## src/rtl/bridge_wr_arbiter_if.sv

```systemverilog
// Requester / FIFO-write bundle for bridge_wr_arbiter.
// The slave modport is the arbiter side; the master modport is the requesters plus the FIFO.
interface bridge_wr_arbiter_if #(
  parameter int NUM_REQ   = 4,
  parameter int BUS_WIDTH = 66
);
  logic [NUM_REQ-1:0]           req_i;
  logic [NUM_REQ-1:0]           req_last_i;
  logic [NUM_REQ*BUS_WIDTH-1:0] req_data_i;
  logic [NUM_REQ-1:0]           ack_o;
  logic [NUM_REQ-1:0]           gnt_o;
  logic                         wfull_i;
  logic                         winc_o;
  logic [BUS_WIDTH-1:0]         wdata_o;
  logic                         busy_o;

  modport slave (
    input  req_i, req_last_i, req_data_i, wfull_i,
    output ack_o, gnt_o, winc_o, wdata_o, busy_o
  );

  modport master (
    output req_i, req_last_i, req_data_i, wfull_i,
    input  ack_o, gnt_o, winc_o, wdata_o, busy_o
  );
endinterface

```

## src/rtl/bridge_wr_arbiter.sv

```systemverilog
// Write-side FIFO arbiter for the AHB2AHB bridge: round-robin burst ownership with MAX_BURST splitting.
// Define ARB_FIXED_PRIO_EN to replace round-robin with fixed lowest-index priority.
module bridge_wr_arbiter #(
  parameter int NUM_REQ   = 4,
  parameter int BUS_WIDTH = 66,
  parameter int MAX_BURST = 4,
  parameter int CNT_W     = 3
) (
  input  logic               CLK,
  input  logic               RST,
  bridge_wr_arbiter_if.slave bus
);

  localparam int IDX_W = (NUM_REQ > 1) ? $clog2(NUM_REQ) : 1;

  typedef enum logic {
    IDLE = 1'b0,
    OWN  = 1'b1
  } state_t;

  state_t             state_q, state_d;
  logic [IDX_W-1:0]   owner_q, owner_d;
  logic [NUM_REQ-1:0] gnt_q, gnt_d;
  logic [CNT_W-1:0]   cnt_q, cnt_d;
`ifndef ARB_FIXED_PRIO_EN
  logic [IDX_W-1:0]   last_ptr_q, last_ptr_d;
  logic [IDX_W-1:0]   rr_idx;
`endif

  logic               pick_vld;
  logic [IDX_W-1:0]   pick_idx;
  logic               own_req;
  logic               own_last;
  logic               accept;
  logic [CNT_W-1:0]   cnt_inc;
  logic               exit_own;

`ifdef ARB_FIXED_PRIO_EN
  always_comb begin
    pick_vld = 1'b0;
    pick_idx = '0;
    for (int i = NUM_REQ - 1; i >= 0; i--) begin
      if (bus.req_i[i]) begin
        pick_vld = 1'b1;
        pick_idx = IDX_W'(i);
      end
    end
  end
`else
  // Scan from the far end of the rotation back towards last_ptr+1 so the nearest requester wins.
  always_comb begin
    pick_vld = 1'b0;
    pick_idx = '0;
    rr_idx   = '0;
    for (int k = NUM_REQ; k >= 1; k--) begin
      rr_idx = IDX_W'((int'(last_ptr_q) + k) % NUM_REQ);
      if (bus.req_i[rr_idx]) begin
        pick_vld = 1'b1;
        pick_idx = rr_idx;
      end
    end
  end
`endif

  always_comb begin
    own_req  = bus.req_i[owner_q];
    own_last = bus.req_last_i[owner_q];
    accept   = (state_q == OWN) && own_req && !bus.wfull_i;
    cnt_inc  = cnt_q + CNT_W'(1);
    exit_own = !own_req || (accept && (own_last || (cnt_inc == CNT_W'(MAX_BURST))));
  end

  always_comb begin
    state_d    = state_q;
    owner_d    = owner_q;
    gnt_d      = gnt_q;
    cnt_d      = cnt_q;
`ifndef ARB_FIXED_PRIO_EN
    last_ptr_d = last_ptr_q;
`endif
    case (state_q)
      IDLE: begin
        if (pick_vld) begin
          state_d = OWN;
          owner_d = pick_idx;
          gnt_d   = NUM_REQ'(1) << pick_idx;
          cnt_d   = '0;
        end
      end
      OWN: begin
        // A last beat that also fills the burst is one exit; a full FIFO simply holds everything.
        if (exit_own) begin
          state_d    = IDLE;
          gnt_d      = '0;
          cnt_d      = '0;
`ifndef ARB_FIXED_PRIO_EN
          last_ptr_d = owner_q;
`endif
        end else if (accept) begin
          cnt_d = cnt_inc;
        end
      end
      default: state_d = IDLE;
    endcase
  end

  always_ff @(posedge CLK or negedge RST) begin
    if (!RST) begin
      state_q    <= IDLE;
      owner_q    <= '0;
      gnt_q      <= '0;
      cnt_q      <= '0;
`ifndef ARB_FIXED_PRIO_EN
      last_ptr_q <= IDX_W'(NUM_REQ - 1);
`endif
    end else begin
      state_q    <= state_d;
      owner_q    <= owner_d;
      gnt_q      <= gnt_d;
      cnt_q      <= cnt_d;
`ifndef ARB_FIXED_PRIO_EN
      last_ptr_q <= last_ptr_d;
`endif
    end
  end

  assign bus.gnt_o   = gnt_q;
  assign bus.busy_o  = (state_q == OWN);
  assign bus.winc_o  = accept;
  assign bus.ack_o   = accept ? gnt_q : '0;
  assign bus.wdata_o = (state_q == OWN) ? bus.req_data_i[int'(owner_q) * BUS_WIDTH +: BUS_WIDTH]
                                        : '0;

endmodule

```

## src/flat_wrapper.sv

```systemverilog
// flat-port wrapper written by rule: the top's interface ports become plain ports
module bridge_wr_arbiter_flat 
#(
  parameter int NUM_REQ   = 4,
  parameter int BUS_WIDTH = 66,
  parameter int MAX_BURST = 4,
  parameter int CNT_W     = 3
)
  (CLK, RST, bus_req_i, bus_req_last_i, bus_req_data_i, bus_wfull_i, bus_ack_o, bus_gnt_o, bus_winc_o, bus_wdata_o, bus_busy_o);
  bridge_wr_arbiter_if #(.NUM_REQ(NUM_REQ), .BUS_WIDTH(BUS_WIDTH)) bus_i ();
  input  logic CLK;
  input  logic RST;
  input wire logic [$bits(bus_i.req_i)-1:0] bus_req_i;
  input wire logic [$bits(bus_i.req_last_i)-1:0] bus_req_last_i;
  input wire logic [$bits(bus_i.req_data_i)-1:0] bus_req_data_i;
  input wire logic [$bits(bus_i.wfull_i)-1:0] bus_wfull_i;
  output wire logic [$bits(bus_i.ack_o)-1:0] bus_ack_o;
  output wire logic [$bits(bus_i.gnt_o)-1:0] bus_gnt_o;
  output wire logic [$bits(bus_i.winc_o)-1:0] bus_winc_o;
  output wire logic [$bits(bus_i.wdata_o)-1:0] bus_wdata_o;
  output wire logic [$bits(bus_i.busy_o)-1:0] bus_busy_o;
  assign bus_i.req_i = bus_req_i;
  assign bus_i.req_last_i = bus_req_last_i;
  assign bus_i.req_data_i = bus_req_data_i;
  assign bus_i.wfull_i = bus_wfull_i;
  assign bus_ack_o = bus_i.ack_o;
  assign bus_gnt_o = bus_i.gnt_o;
  assign bus_winc_o = bus_i.winc_o;
  assign bus_wdata_o = bus_i.wdata_o;
  assign bus_busy_o = bus_i.busy_o;
  bridge_wr_arbiter #(.NUM_REQ(NUM_REQ), .BUS_WIDTH(BUS_WIDTH), .MAX_BURST(MAX_BURST), .CNT_W(CNT_W)) u_core (.CLK(CLK), .RST(RST), .bus(bus_i));
endmodule
```

## config.mk

```make
export PLATFORM = sky130hd
export DESIGN_NAME = bridge_wr_arbiter_flat
export DESIGN_NICKNAME = d
export VERILOG_FILES = /design/src/rtl/bridge_wr_arbiter_if.sv /design/src/rtl/bridge_wr_arbiter.sv /design/src/flat_wrapper.sv
export SDC_FILE = /design/constraint.sdc
export NUM_CORES = 1
export LEC_CHECK = 0
export BUFFER_PORTS_ARGS = -buffer_cell sky130_fd_sc_hd__buf_4
export CAP_MARGIN = 30
export CORE_AREA = 2 2 137 139
export CTS_CLUSTER_DIAMETER = 50
export DETAILED_ROUTE_END_ITERATION = 7
export DIE_AREA = 0 0 139 141
export PLACE_DENSITY = 0.51
export SLEW_MARGIN = 10
export SYNTH_ARGS = -nofsm -noshare
export SYNTH_HDL_FRONTEND = slang
export SYNTH_SLANG_ARGS = --single-unit
```

## constraint.sdc

```tcl
create_clock -name CLK -period 5.9 [get_ports CLK]
set_input_delay 0.885 -clock CLK [delete_from_list [all_inputs] [get_ports CLK]]
set_output_delay 0.885 -clock CLK [all_outputs]
set_load 0.02 [all_outputs]
```

==> run metrics <==
clock sinks 12; hpwl dp 12.4 mm; relative slew slack between 40% and 50%; total grt overflow 0; clk buf depth 2; ANT nets after route 0; Seq/Total Area, Yosys 10.8%; mapped cell area 2810 um^2; Die H ~140 um; CTS tree yes; Wirelength per Cell 18.4 um; Iteration-0 DRC Markers 98; most prevalent standard cell on the critical path buf_4; clk slew on worst S/H paths 0.04 ns; Power Dens Cells roughly 420 nW/um^2; Die Area 19600 um^2; CP Launch Type flop; routed vias 3534; fin nets between 800 and 900; core area ~18000 um^2; dominant cells by area after synthesis mux4_2 (54%), and2_1 (16%), dfrtp_1 (8.9%); Setup crit end kind output port; initial core utilization 15.4%; Yosys reg bits 12; hold crit path type in -> async; setup TNS 0 ns; Vias/cell 4.45; Post-route DRC 0; Routed WL 14.6 mm; worst endpoint required time between 5 and 6 ns; hold buffer count at cts 0; pin count of the biggest net entering global routing 74; Avg Synthesized Cell Area 12.4 um^2; Worst Tran Pin Value 0.763 ns; PortBufs 350; crit path max-delay cell type dfrtp_4; CTS H-tree lvls 1; endpoints failing setup 0; final hold viol count 0; leading area contributor after synthesis mux4_2; root buf cell clkbuf_16; worst-path cell chain buf_4 -> mux4_2 -> and2_1 -> buf_4; Tcrit/Tclk final 61.4%; peak supply drop 0.180 mV; MaxCap Viol Count 0; crit path time final 3.62 ns; DP Worst Slack 2.42 ns; Synth Warn # 0; initial antenna violation count 0; Setup Buffers After CTS 0; Antenna Cells 0; area grow syn2layout 106%; first-pass GRT wire length roughly 21 mm; Lkg Pwr 2.73 nW; Final GP Congestion between 0.9 and 1; met1 usage 16.6%; CP Class reg -> out; Max Slew Vio Count 0; Clock Skew around 0.0016 ns; later-pin clock latency in the skew report roughly 0.25 ns; status completed; post-synthesis net count around 500; drt first pass iters 4; top-area cell type share of the netlist area 53.8%; row cnt 50; Layout Cells excl Fill 794; count of distinct cell types in the synthesized netlist 40; PostCTS Resize Cnt 0; met2 Use GR 25.4%; share of cells above drive strength 1 78.0%; Cells after Synth 226; dpl cells 789; total track usage 13.6%; Worst Setup Slack, final 2.28 ns; vias in the first global route 3850; I/O pins 351; die width 139 um; Crit path largest cell delay 0.92 ns; RSZ-0062 raised after global routing no; busiest grt layer met2; number of buffers created by CTS 3; Critical Path AT approximately 2.7 ns; crit path max fanout 43; M3 GR Usage about 2.1%; Max Clk Rate 276 MHz
==> cells by family after synthesis <==
family / synth area share, %
buffers and inverters: 4.19
AO/OA/AOI/OAI: 6.78
flip-flops: 10.8
AND/OR/NAND/NOR: 19.6
adder cells (fa/ha/maj): 0.892
XOR/XNOR: 0.312
multiplexers: 57.4
==> metal layers <==
metal  vias to the layer above  part of all wire, %
met5                         -                    0
met4                         0                  1.5
met3                        17                  6.6
met2                       187                   54
met1                      1748                   38
li1                       1582                    -
==> registers in the layout, indices dropped and copies added, names as in the netlist <==
register / flops
u_core.cnt_q: 3
u_core.owner_q: 2
u_core.bus.busy_o: 1
u_core.last_ptr_q: 2
u_core.bus.gnt_o: 4
==> path summary, 6_finish.rpt <==
check,start,to,slack [ns],depth (start not counted)
worst min-delay path,RST,u_core.bus.gnt_o[3],0.48,1
max in group asynchronous,RST,u_core.last_ptr_q[1],5.19,1
min in group CLK,u_core.bus.gnt_o[2],u_core.bus.gnt_o[2],0.53,1
worst min register to register,u_core.bus.gnt_o[2],u_core.bus.gnt_o[2],0.53,1
worst max register to register,u_core.owner_q[1],u_core.last_ptr_q[0],3.39,5
worst max-delay path,u_core.owner_q[0],bus_wdata_o[40],2.28,4
==> report_power, final <==
group	switching (mW)	leakage, nW	internal, mW
registers	0.184	0.148	0.123
logic	0.882	2.54	1.10
clock network	0.0392	0.0442	0.103
total	1.11	2.73	1.32
==> per-stage QoR <==
stage	hold WS [ns]	cell area (um^2)	utilization [%]	total power, mW
2_1_floorplan	0.504	2810	-	1.52
3_3_place_gp	0.509	5630	30.8	2.26
3_5_place_dp	0.509	5660	31.0	2.30
4_1_cts	0.484	5750	31.5	2.45
5_1_grt	0.489	5770	31.6	2.57
6_report	0.477	5770	31.6	2.43
==> cell usage after synthesis, drive strengths merged <==
master,n
o22ai,1
nor3,2
dfstp,2
inv,2
a21oi,1
o2111ai,1
xor2,1
nor4,1
and2,72
o21ai,2
ha,2
a22oi,1
clkbuf,11
mux2i,2
a2111oi,1
o21a,1
dfrtp,10
and3,2
a221o,1
nor2b,3
nor2,5
o2bb2ai,2
nand2b,4
o41ai,2
a22o,1
mux4,67
mux2,7
a21o,3
buf,12
o311ai,1
nand2,1
a32o,2
==> critical path: cells and delay by family, from the launching register on <==
| kind | cells | cell delay (ns) |
|---|---|---|
| muxes | 1 | 0.60 |
| DFF | 1 | 0.92 |
| buffers and inverters | 2 | 0.77 |
| and+or+nand+nor | 1 | 0.17 |
==> layout by cell type, fill, tap and decap left out, types with 2 or more instances in the layout <==
cell,count
dfrtp_1,7
and2_1,72
nor2_1,5
a32o_1,2
mux2_1,3
mux2i_1,2
clkbuf_16,3
ha_1,2
nor2b_1,3
dfstp_2,2
nor3_1,2
o2bb2ai_1,2
mux4_2,67
a21o_1,3
dfrtp_4,2
buf_4,351
inv_1,2
mux2_2,3
nand2b_1,4
==> cell type report <==
type                    instances  area (um^2)
clock buffers                   4         88.8
fillers                      1908        12500
inverters                       2         7.51
multi-input cells             189         2390
flip-flops and latches         12          312
well taps                     234          293
repair buffers                353         2680
(Power assumes the default switching activity.)
